==> src/rtl/proc_finish_arbiter.sv <==
// proc_finish_arbiter
//   Collects finish requests from the SIMD processor array and hands them to
//   the issuer one at a time over a valid/ready handshake. Each served
//   processor receives a one-cycle acknowledge. Selection is round-robin by
//   default; defining PROC_FINISH_ARB_FIXED_PRIO_EN switches to fixed
//   lowest-index priority (no rr pointer). Handshake timing is identical in
//   both builds.
//
// Ports
//   i_clk, i_rstn   clock, asynchronous active-low reset
//   i_finish        per-processor finish request, held until acknowledged
//   i_finish_id     per-processor command id, slice k = processor k
//   o_finish_ack    one-hot single-cycle acknowledge to the served processor
//   o_valid/i_ready handshake towards the issuer
//   o_proc_idx      processor index of the presented event
//   o_cmd_id        command id of the presented event
//   o_pending       captured requests not yet granted
//   o_proto_err     sticky: a processor dropped finish while still pending
//
// state   | meaning
// IDLE    | no event presented; arbitrate among pending requests
// PRESENT | o_valid high, waiting for i_ready
// ACK     | acknowledge the granted processor, block its level, advance rr
module proc_finish_arbiter #(
  parameter int PROC_COUNT = 4,
  parameter int ID_WIDTH   = 8,
  localparam int IDX_W     = $clog2(PROC_COUNT)
) (
  input  logic                         i_clk,
  input  logic                         i_rstn,
  input  logic [PROC_COUNT-1:0]        i_finish,
  input  logic [PROC_COUNT*ID_WIDTH-1:0] i_finish_id,
  output logic [PROC_COUNT-1:0]        o_finish_ack,
  output logic                         o_valid,
  input  logic                         i_ready,
  output logic [IDX_W-1:0]             o_proc_idx,
  output logic [ID_WIDTH-1:0]          o_cmd_id,
  output logic [PROC_COUNT-1:0]        o_pending,
  output logic                         o_proto_err
);

  typedef enum logic [1:0] {IDLE, PRESENT, ACK} state_t;

  state_t                 state;
  logic [PROC_COUNT-1:0]  pending;
  logic [PROC_COUNT-1:0]  blocked;
  logic [PROC_COUNT-1:0]  capture;
  logic [ID_WIDTH-1:0]    id_q [PROC_COUNT];
  logic [IDX_W-1:0]       pick;
  logic                   pick_vld;

  assign o_pending = pending;

  // o_proc_idx doubles as the grant register; it only counts as the current
  // grant while an event is in flight (PRESENT or ACK).
  always_comb begin
    capture = '0;
    for (int k = 0; k < PROC_COUNT; k++) begin
      if (i_finish[k] && !pending[k] && !blocked[k] &&
          !(state != IDLE && o_proc_idx == IDX_W'(k)))
        capture[k] = 1'b1;
    end
  end

`ifdef PROC_FINISH_ARB_FIXED_PRIO_EN
  // Lowest index wins: scan downwards so the last hit is the smallest.
  always_comb begin
    pick     = '0;
    pick_vld = 1'b0;
    for (int o = PROC_COUNT-1; o >= 0; o--) begin
      if (pending[o]) begin
        pick     = IDX_W'(o);
        pick_vld = 1'b1;
      end
    end
  end
`else
  logic [IDX_W-1:0] rr;
  logic [IDX_W:0]   cand;   // extra bit holds rr+offset before the wrap

  // First set bit at or after rr: scan offsets downwards so offset 0 wins.
  always_comb begin
    pick     = '0;
    pick_vld = 1'b0;
    cand     = '0;
    for (int o = PROC_COUNT-1; o >= 0; o--) begin
      cand = {1'b0, rr} + (IDX_W+1)'(o);
      if (cand >= (IDX_W+1)'(PROC_COUNT))
        cand = cand - (IDX_W+1)'(PROC_COUNT);
      if (pending[cand[IDX_W-1:0]]) begin
        pick     = cand[IDX_W-1:0];
        pick_vld = 1'b1;
      end
    end
  end
`endif

  always_ff @(posedge i_clk or negedge i_rstn) begin
    if (!i_rstn) begin
      state        <= IDLE;
      pending      <= '0;
      blocked      <= '0;
      o_valid      <= 1'b0;
      o_finish_ack <= '0;
      o_proc_idx   <= '0;
      o_cmd_id     <= '0;
      o_proto_err  <= 1'b0;
`ifndef PROC_FINISH_ARB_FIXED_PRIO_EN
      rr           <= '0;
`endif
      for (int k = 0; k < PROC_COUNT; k++) id_q[k] <= '0;
    end else begin
      for (int k = 0; k < PROC_COUNT; k++)
        if (capture[k]) id_q[k] <= i_finish_id[k*ID_WIDTH +: ID_WIDTH];

      // A dropped pending request is flagged but still served.
      if (|(pending & ~i_finish)) o_proto_err <= 1'b1;

      // Per-bit overrides below (grant clear, ACK block) take precedence.
      pending <= pending | capture;
      blocked <= blocked & i_finish;

      case (state)
        IDLE: begin
          if (pick_vld) begin
            pending[pick] <= 1'b0;
            o_proc_idx    <= pick;
            o_cmd_id      <= id_q[pick];
            o_valid       <= 1'b1;
            state         <= PRESENT;
          end
        end
        PRESENT: begin
          if (i_ready) begin
            o_valid      <= 1'b0;
            o_finish_ack <= {{(PROC_COUNT-1){1'b0}}, 1'b1} << o_proc_idx;
            state        <= ACK;
          end
        end
        ACK: begin
          o_finish_ack        <= '0;
          blocked[o_proc_idx] <= 1'b1;
`ifndef PROC_FINISH_ARB_FIXED_PRIO_EN
          rr <= (o_proc_idx == IDX_W'(PROC_COUNT-1)) ? '0 : o_proc_idx + 1'b1;
`endif
          state <= IDLE;
        end
        default: state <= IDLE;
      endcase
    end
  end

endmodule

==> config.mk <==
export PLATFORM = sky130hd
export DESIGN_NAME = proc_finish_arbiter
export DESIGN_NICKNAME = d
export VERILOG_FILES = /design/src/rtl/proc_finish_arbiter.sv
export SDC_FILE = /design/constraint.sdc
export NUM_CORES = 1
export LEC_CHECK = 0
export ABC_AREA = 1
export CAP_MARGIN = 40
export CORE_ASPECT_RATIO = 0.75
export CORE_MARGIN = 5
export CORE_UTILIZATION = 25
export CTS_BUF_LIST = sky130_fd_sc_hd__clkbuf_16
export CTS_CLUSTER_SIZE = 10
export DETAILED_ROUTE_END_ITERATION = 10
export HOLD_SLACK_MARGIN = 0.02
export PLACE_DENSITY_LB_ADDON = 0.3
export SLEW_MARGIN = 0
export SYNTH_ARGS = -nofsm -noshare
export SYNTH_HDL_FRONTEND = slang
export SYNTH_SLANG_ARGS = --single-unit
export TNS_END_PERCENT = 100
==> constraint.sdc <==
create_clock -name i_clk -period 2.25 [get_ports i_clk]
set_input_delay 0.225 -clock i_clk [delete_from_list [all_inputs] [get_ports i_clk]]
set_output_delay 0.225 -clock i_clk [all_outputs]
set_load 0.005 [all_outputs]
# == Word level (Yosys, flattened, before mapping) ==
# Index checks and enable logic that the tools add are counted.
# totals
reg_bits,60
latch_bits,0
ram_bits,0
rom_bits,0
wordCells,133
memories,0
# op_classes
add_sub_neg,8
n_mul,0
div_mod_pow,0
order_cmp,13
eq_ne,7
shifts,1
mux,43
bitwise_logic,8
reduce_logical,40
# ops
cell,n
$mux W2,11
$logic_and A1 B1 Y1,18
$lt A2 B3 Y1 const B,6
$bmux W8 S2,1
$mux W1,16
$mux W4,4
$mux W8,2
$and A4 B4 Y4,3
$ge A3 B3 Y1 const B,4
$logic_not A1 Y1,12
$bmux W1 S2,4
$not A4 Y4,2
$or A4 B4 Y4,2
$pmux W4 S2,1
$sub A2 B1 Y2 const B,4
$add A2 B2 Y3 const B,2
$eq A2 B2 Y1 const B,3
$reduce_and A2 Y1,3
$reduce_bool A2 Y1,3
$demux W1 S2,2
$eq A2 B1 Y1 const B,2
$ge A2 B1 Y1 const B,2
$logic_not A2 Y1,2
$ne A2 B2 Y1 const B,2
other kinds (9),9

# == Depth between registers and ports, before layout ==
# Gate-level depths: netlist (run 1).
# depth
word_depth,17
depth_mapped,15
mapped_depth_nobuf,13

# == Least setup slack after synthesis (run 1) ==
# No wires, ideal clock.
# synth_path
kind,reg2reg
startpoint,register rr[0]
endpoint,register o_cmd_id[1]
arrival_time_ps,1493
t_required_ps,2133
setup_slack_ps,640
path_stages_with_launch,13
path_buffers,2
cell_sequence,dfrtp_1 -> buf_6 -> o21ai_2 -> nand2_1 -> nand3_1 -> nand3_4 -> nand2_4 -> buf_8 -> nand2_2 -> nand3_1 -> nand2_1 -> nand2_1 -> nand2_1
# synth_between
elab_chain_len,13
# synth_rtl
item,line_no,rtl
"start, declared",78,logic [IDX_W-1:0] rr;
"start signal, assigned",144,rr <= (o_proc_idx == IDX_W'(PROC_COUNT-1)) ? '0 : o_proc_idx + 1'b1;
$add A2 B2 Y3,87,"cand = {1'b0, rr} + (IDX_W+1)'(o);"
$ge A3 B3 Y1 or $sub A2 B1 Y2 (tied branches),"88, 89",
$mux W2,88,if (cand >= (IDX_W+1)'(PROC_COUNT))
$bmux W1 S2,90,if (pending[cand[IDX_W-1:0]]) begin
$mux W1 (implied by the code),90,
$mux W2 (4 in series),90,
$not A2 Y3 (implied by the code),128,o_cmd_id <= id_q[pick];
$bmux W8 S2,128,
$mux W8 (implied by the code) (2 in series),128,
"end signal, assigned",128,
"end, declared",37,"output logic [ID_WIDTH-1:0] o_cmd_id,"
# Several ways; a longest one is shown, not always the timed one. The select of a mux whose other input is x is not followed.
# A chain may end at the register's enable or synchronous reset.

# == Worst setup path in the final report (run 1) ==
# layout_path
startpoint,register rr[0]
endpoint,register o_cmd_id[2]
# Same word-level chain as after synthesis.

==> impl_metrics.ini, run 1 <==
[setup_path]
critPathArrivalTime_ps = 2170
worstPathRequired_ps = 2470
startpoint = rr[0]
r2r_start = rr[0]
reg2reg_slack_ps = 290
critPathMaxFanout = 19
reg2reg_depth = 12
start_kind = flop
reg2reg_to = o_cmd_id[2]
endpoint = o_cmd_id[2]
critPathCaptureType = flop
path_class = reg2reg

[final_layout]
layout.nets = 471
fin_area_mm2 = 0.004005
fillCellCount = 1208
final_cell_count_no_fill = 593
drive_gt1_share_pct = 11.60
diodes = 0
syn_to_final_growth_pct = 34.67

[synthesis]
synthMostInstantiatedCell = nand2_1
ys_ff_latch = 60
netlist_area_mm2 = 0.002974
synth_area_leaders = dfrtp_1, nand2_1, nand3_1
synth-main-ff-cell = dfrtp_1
yosys.area.top_type_share_pct = 50.48
synth_cell_types = 31
syn-num-nets = 405
avgSynthCellArea_um2 = 8.216
ys_seq_area_share_pct = 50.48
yosys.area.top_type = dfrtp_1
synth_warnings = 0
async_flop_share_pct = 100.0
synthCells = 362
ys_top_cells_by_count = nand2_1, dfrtp_1, inv_1
synth_edf_count = 0

[sta]
rsz0062_at_grt = false
fin_crit_ps = 1959
fmax_mhz = 510.4
worstMarginPinSlew_ps = 709.4
final.setup.tns_ps = 0
setup_viol = 0
period_share_pct = 87.08
hold_violations = 0
slew_viol_final = 0
slew_headroom_pct = 52.71
clock_skew_ps = 7.634

[pwr]
p_leak_nw = 1.938
p_per_area_mw_per_mm2 = 1573
vdd_drop_max_mv = 0.5715

[routing]
num_vias = 2553
drt-initial-drc-count = 151
avgRoutedWirePerCell_um = 13.52
final_antenna_net_count = 0
drc_errors = 0
post_drt_via_cell_ratio = 4.305
detail_route.first_pass.iterations = 4
drt-total-wl_mm = 8.020

[clocking]
cts_tree = built
cts_made_buffers = 9
htreeDepth = 3
clock-sinks = 60
postCtsSetupRepairBufs = 0
root_buffer = clkbuf_16
ctsLongestPathBuffers = 2
clkTransAtPathRegs_ps = 50
clk-insertion-delay-late_ps = 330

[min_path]
holdCritPathClass = reg2reg

[floorplan]
die_w_um = 135.9
rows = 34
die_y_um = 104.5
num_io_pins = 59
core_area_mm2 = 0.01161
start_util_pct = 25.61
die-area_mm2 = 0.01420

[placed_design]
place.gp.congestion = 0.8703
portBuffers = 58
dp.cells = 578
hpwl_mm = 6.126
placed_cell_area_mm2 = 0.003746

[global_routing]
grt_pass1_vias = 2523
grt_max_degree = 32
antenna_found_initial = 0
track_usage_pct = 11.66
grt_pass1_wl_mm = 12.99
overflow = 0

[flow_run]
drv.max_cap_violation_count = 0

[status]
status = complete, no violations
==> where the power goes <==
part	internal, mW	switching [mW]	leakage, nW
Combinational	1.25	2.05	1.12
Clock	0.716	0.455	0.130
Sequential	1.57	0.265	0.688
Total	3.53	2.77	1.94
==> cell type report <==
class	count	area, um^2	share of cell area (%)
Clock inverter	5	22.52	0.5623
Tap cell	162	202.7	5.061
Clock buffer	9	225.2	5.623
Sequential cell	60	1503	37.52
Inverter	53	201.4	5.030
Timing Repair Buffer	66	650.6	16.24
Multi-Input combinational cell	238	1200	29.96
==> layout by cell type, fill, tap and decap left out, types with 2 or more instances in the layout <==
cell	count
dfrtp_1	59
o21ai_1	2
nor2_1	38
ha_1	4
nor3_1	3
clkdlybuf4s50_1	57
buf_4	6
nand3_4	2
o22ai_1	3
nand2_4	2
inv_2	2
nand2_2	13
o21ai_0	12
nand2_1	73
o211ai_2	3
clkbuf_16	9
a21oi_1	32
inv_1	51
nand3_1	40
nand3b_1	2
clkinv_2	3
mux2_2	2
==> through the flow <==
stage / total power, mW / hold slack [ps] / util, % / worst slack [ps]
2_1_floorplan: 4.155 / -70.59 / - / 639.9
3_3_place_gp: 5.066 / 311.9 / 32.26 / 278.9
3_5_place_dp: 5.139 / 320.9 / 32.26 / 195.8
4_1_cts: 6.344 / 471.4 / 34.48 / 177.4
5_1_grt: 6.850 / 475.2 / 34.49 / 81.48
6_report: 6.299 / 473.7 / 34.49 / 290.7
==> what timing repair did <==
item | in CTS | in global routing
hold buffers | 1 | 0
endpoints found under the setup margin | 0 | 7
endpoints found under the hold margin | 29 | 0
gates resized for setup | 0 | 1
==> critical path: stages (launching register included) <==
cell     delay [ps]
dfrtp_2         490
inv_4           120
nand2_1          60
nand2_1         120
nand2_2          80
nand3_1         120
nand3_4         200
nand2_4         280
nand2_1          80
nand3_1         110
nand2_1          80
nand2_1          60
nand2_1          50
==> flip-flops by register name (all words and copies together) (netlist names) <==
register      count
rr                2
o_proc_idx        2
o_cmd_id          8
o_proto_err       1
blocked           4
o_valid           1
o_finish_ack      4
state             2
o_pending         4
id_q             32
==> layer usage <==
| layer | part of all wire [%] | vias to the layer above | GRT usage [%] |
|---|---|---|---|
| li1 | - | 1280 | - |
| met1 | 50 | 1209 | 16.56 |
| met2 | 44 | 58 | 16.80 |
| met3 | 5.3 | 6 | 4.352 |
| met4 | 1.1 | 0 | 2.662 |
| met5 | 0 | - | 0 |
==> worst min path at each step <==
stage	from	end	slack [ps]	cells past startpoint
4_1_cts	i_finish_id[25]	id_q[1]	470	3
3_5_place_dp	i_rstn	id_q[25]	320	1
6_report	o_proto_err	o_proto_err	470	1
2_1_floorplan	i_rstn	blocked[0]	-70	0
3_3_place_gp	i_rstn	o_valid	310	1
5_1_grt	i_finish_id[25]	id_q[1]	480	3
==> logic make-up after synthesis <==
| family | share of synthesized area, % |
|---|---|
| DFF | 50.48 |
| adders and majority gates | 1.683 |
| buffers and inverters | 9.171 |
| muxes | 0.7572 |
| AOI/OAI and AO/OA | 10.73 |
| and+or+nand+nor | 27.18 |
Power figures use the tool's default switching activity.
==> run 2: changes to the inputs <==
--- a/config.mk
+++ b/config.mk
@@ -15,6 +15,7 @@
 export DETAILED_ROUTE_END_ITERATION = 10
 export HOLD_SLACK_MARGIN = 0.02
 export PLACE_DENSITY_LB_ADDON = 0.3
+export SKIP_LAST_GASP = 1
 export SLEW_MARGIN = 0
 export SYNTH_ARGS = -nofsm -noshare
 export SYNTH_HDL_FRONTEND = slang
==> constraint.sdc (replaced) <==
create_clock -name i_clk -period 2.25 [get_ports i_clk]
set_input_delay 0.3375 -clock i_clk [delete_from_list [all_inputs] [get_ports i_clk]]
set_output_delay 0.3375 -clock i_clk [all_outputs]
set_load 0.005 [all_outputs]
==> run 2 against run 1 <==
  * First-iteration DRC count up 35%
  * Power up 1.8%
  * Non-clock buffer count unchanged
  * Global-route usage up 0.32 points
  * Register-to-register slack worse by 20 ps
  * Clock skew down 1.1 ps
  * Flip-flop and latch count unchanged
  * Utilization up 0.12 points
  * Fmax down 0.95%
  * Final cell count up 0.17%
==> impl_metrics.ini, run 2 (synthesis gave the netlist of run 1 again) <==
[routing]
post_drt_via_cell_ratio = 4.274
final_antenna_net_count = 0
drt-total-wl_mm = 8.094
avgRoutedWirePerCell_um = 13.63
detail_route.first_pass.iterations = 5
num_vias = 2539
drc_errors = 0
drt-initial-drc-count = 204

[clocking]
clkTransAtPathRegs_ps = 50
cts_tree = built
postCtsSetupRepairBufs = 0
clock-sinks = 60
root_buffer = clkbuf_16
ctsLongestPathBuffers = 2
cts_made_buffers = 9
htreeDepth = 3
clk-insertion-delay-late_ps = 320

[pwr]
p_per_area_mw_per_mm2 = 1595
p_leak_nw = 1.945
vdd_drop_max_mv = 0.5971

[sta]
setup_viol = 0
period_share_pct = 87.91
fmax_mhz = 505.6
hold_violations = 0
clock_skew_ps = 6.538
slew_headroom_pct = 54.13
final.setup.tns_ps = 0
worstMarginPinSlew_ps = 686.1
rsz0062_at_grt = false
slew_viol_final = 0
fin_crit_ps = 1978

[global_routing]
grt_pass1_wl_mm = 13.22
grt_pass1_vias = 2506
overflow = 0
grt_max_degree = 24
antenna_found_initial = 0
track_usage_pct = 11.97

[floorplan]
start_util_pct = 25.61
die_w_um = 135.9
die-area_mm2 = 0.01420
rows = 34
die_y_um = 104.5
core_area_mm2 = 0.01161
num_io_pins = 59

[setup_path]
start_kind = flop
critPathCaptureType = flop
path_class = reg2reg
critPathMaxFanout = 19
worstPathRequired_ps = 2460
critPathArrivalTime_ps = 2190

[final_layout]
top_regs = id_q: 32 flops, o_cmd_id: 8 flops
drive_gt1_share_pct = 11.11
final_common_cell = nand2_1
largest_reg_flops = 32
final_util_pct = 34.60
diodes = 0
final_cell_mix = nand2_1, dfrtp_1, clkdlybuf4s50_1, inv_1, nand3_1
largest-register = id_q
layout.nets = 471
syn_to_final_growth_pct = 35.13

[flow_run]
drv.max_cap_violation_count = 0

[placed_design]
hpwl_mm = 6.195
portBuffers = 58
place.gp.congestion = 0.8605

[status]
status = complete, no violations

[min_path]
holdCritPathClass = in2async
==> run 2: layout make-up <==
cell class	count	area, um^2
sequential	60	1503
clock buffer	9	225.2
inverter	53	201.4
fill	1200	7595
multi-input combinational	238	1200
clock inverter	6	48.80
tap	162	202.7
timing repair buffer	66	638.1
==> run 2: where the power goes <==
part / internal, mW / switching [mW] / leakage [nW]
registers: 1.57 / 0.266 / 0.688
clock network: 0.829 / 0.446 / 0.140
logic: 1.24 / 2.06 / 1.12
==> run 2: metal layers <==
metal	GRT usage, %	vias up	wire length, um
met1	17.02	1160	3902
li1	-	1276	-
met5	0	-	0
met3	4.255	17	563
met2	16.51	86	3468
met4	4.532	0	159
==> run 2: path summary, 6_finish.rpt <==
kind                       depth (start not counted)          end         from  slack [ps]
max reg2reg                                       12  o_cmd_id[2]        rr[0]         270
min reg2reg                                        1  o_proto_err  o_proto_err         480
max                                               12  o_cmd_id[2]        rr[0]         270
min                                                2     id_q[25]       i_rstn         480
min in group i_clk                                 1  o_proto_err  o_proto_err         480
max in group asynchronous                          3        rr[0]       i_rstn        1100
==> run 2: per-stage QoR <==
stage	power (mW)	instances	setup slack [ps]	area, um^2	hold WS (ps)
floorplan	4.155	362	639.9	2974	41.91
global placement	5.059	578	283.6	3734	279.9
detailed placement	5.133	578	191.9	3734	287.9
CTS	6.437	594	176.2	4018	488.2
global route	6.958	594	55.98	4019	490.7
finish	6.411	594	272.0	4019	476.8
==> run 2: worst max-delay path, stage by stage (launching register included) <==
cell and delay (ps):
dfrtp_2 490, inv_4 120, nand2_1 70, nand2_1 130, nand2_2 80, nand3_1 130
nand3_4 190, nand2_4 270, nand2_1 100, nand3_1 100, nand2_1 70, nand2_1 60
nand2_1 50
==> run 2: repair_timing <==
action,CTS,global route
hold buffers,1,0
endpoints found under the hold margin,15,0
resized for setup,0,1
setup endpoints to repair,0,3
==> run 3: changes to the inputs <==
--- a/config.mk
+++ b/config.mk
@@ -13,6 +13,7 @@
 export CTS_BUF_LIST = sky130_fd_sc_hd__clkbuf_16
 export CTS_CLUSTER_SIZE = 10
 export DETAILED_ROUTE_END_ITERATION = 10
+export GPL_ROUTABILITY_DRIVEN = 0
 export HOLD_SLACK_MARGIN = 0.02
 export PLACE_DENSITY_LB_ADDON = 0.3
 export SKIP_LAST_GASP = 1
==> results of run 3 <==
Final layout, timing and power as in run 2 (identical DEF).
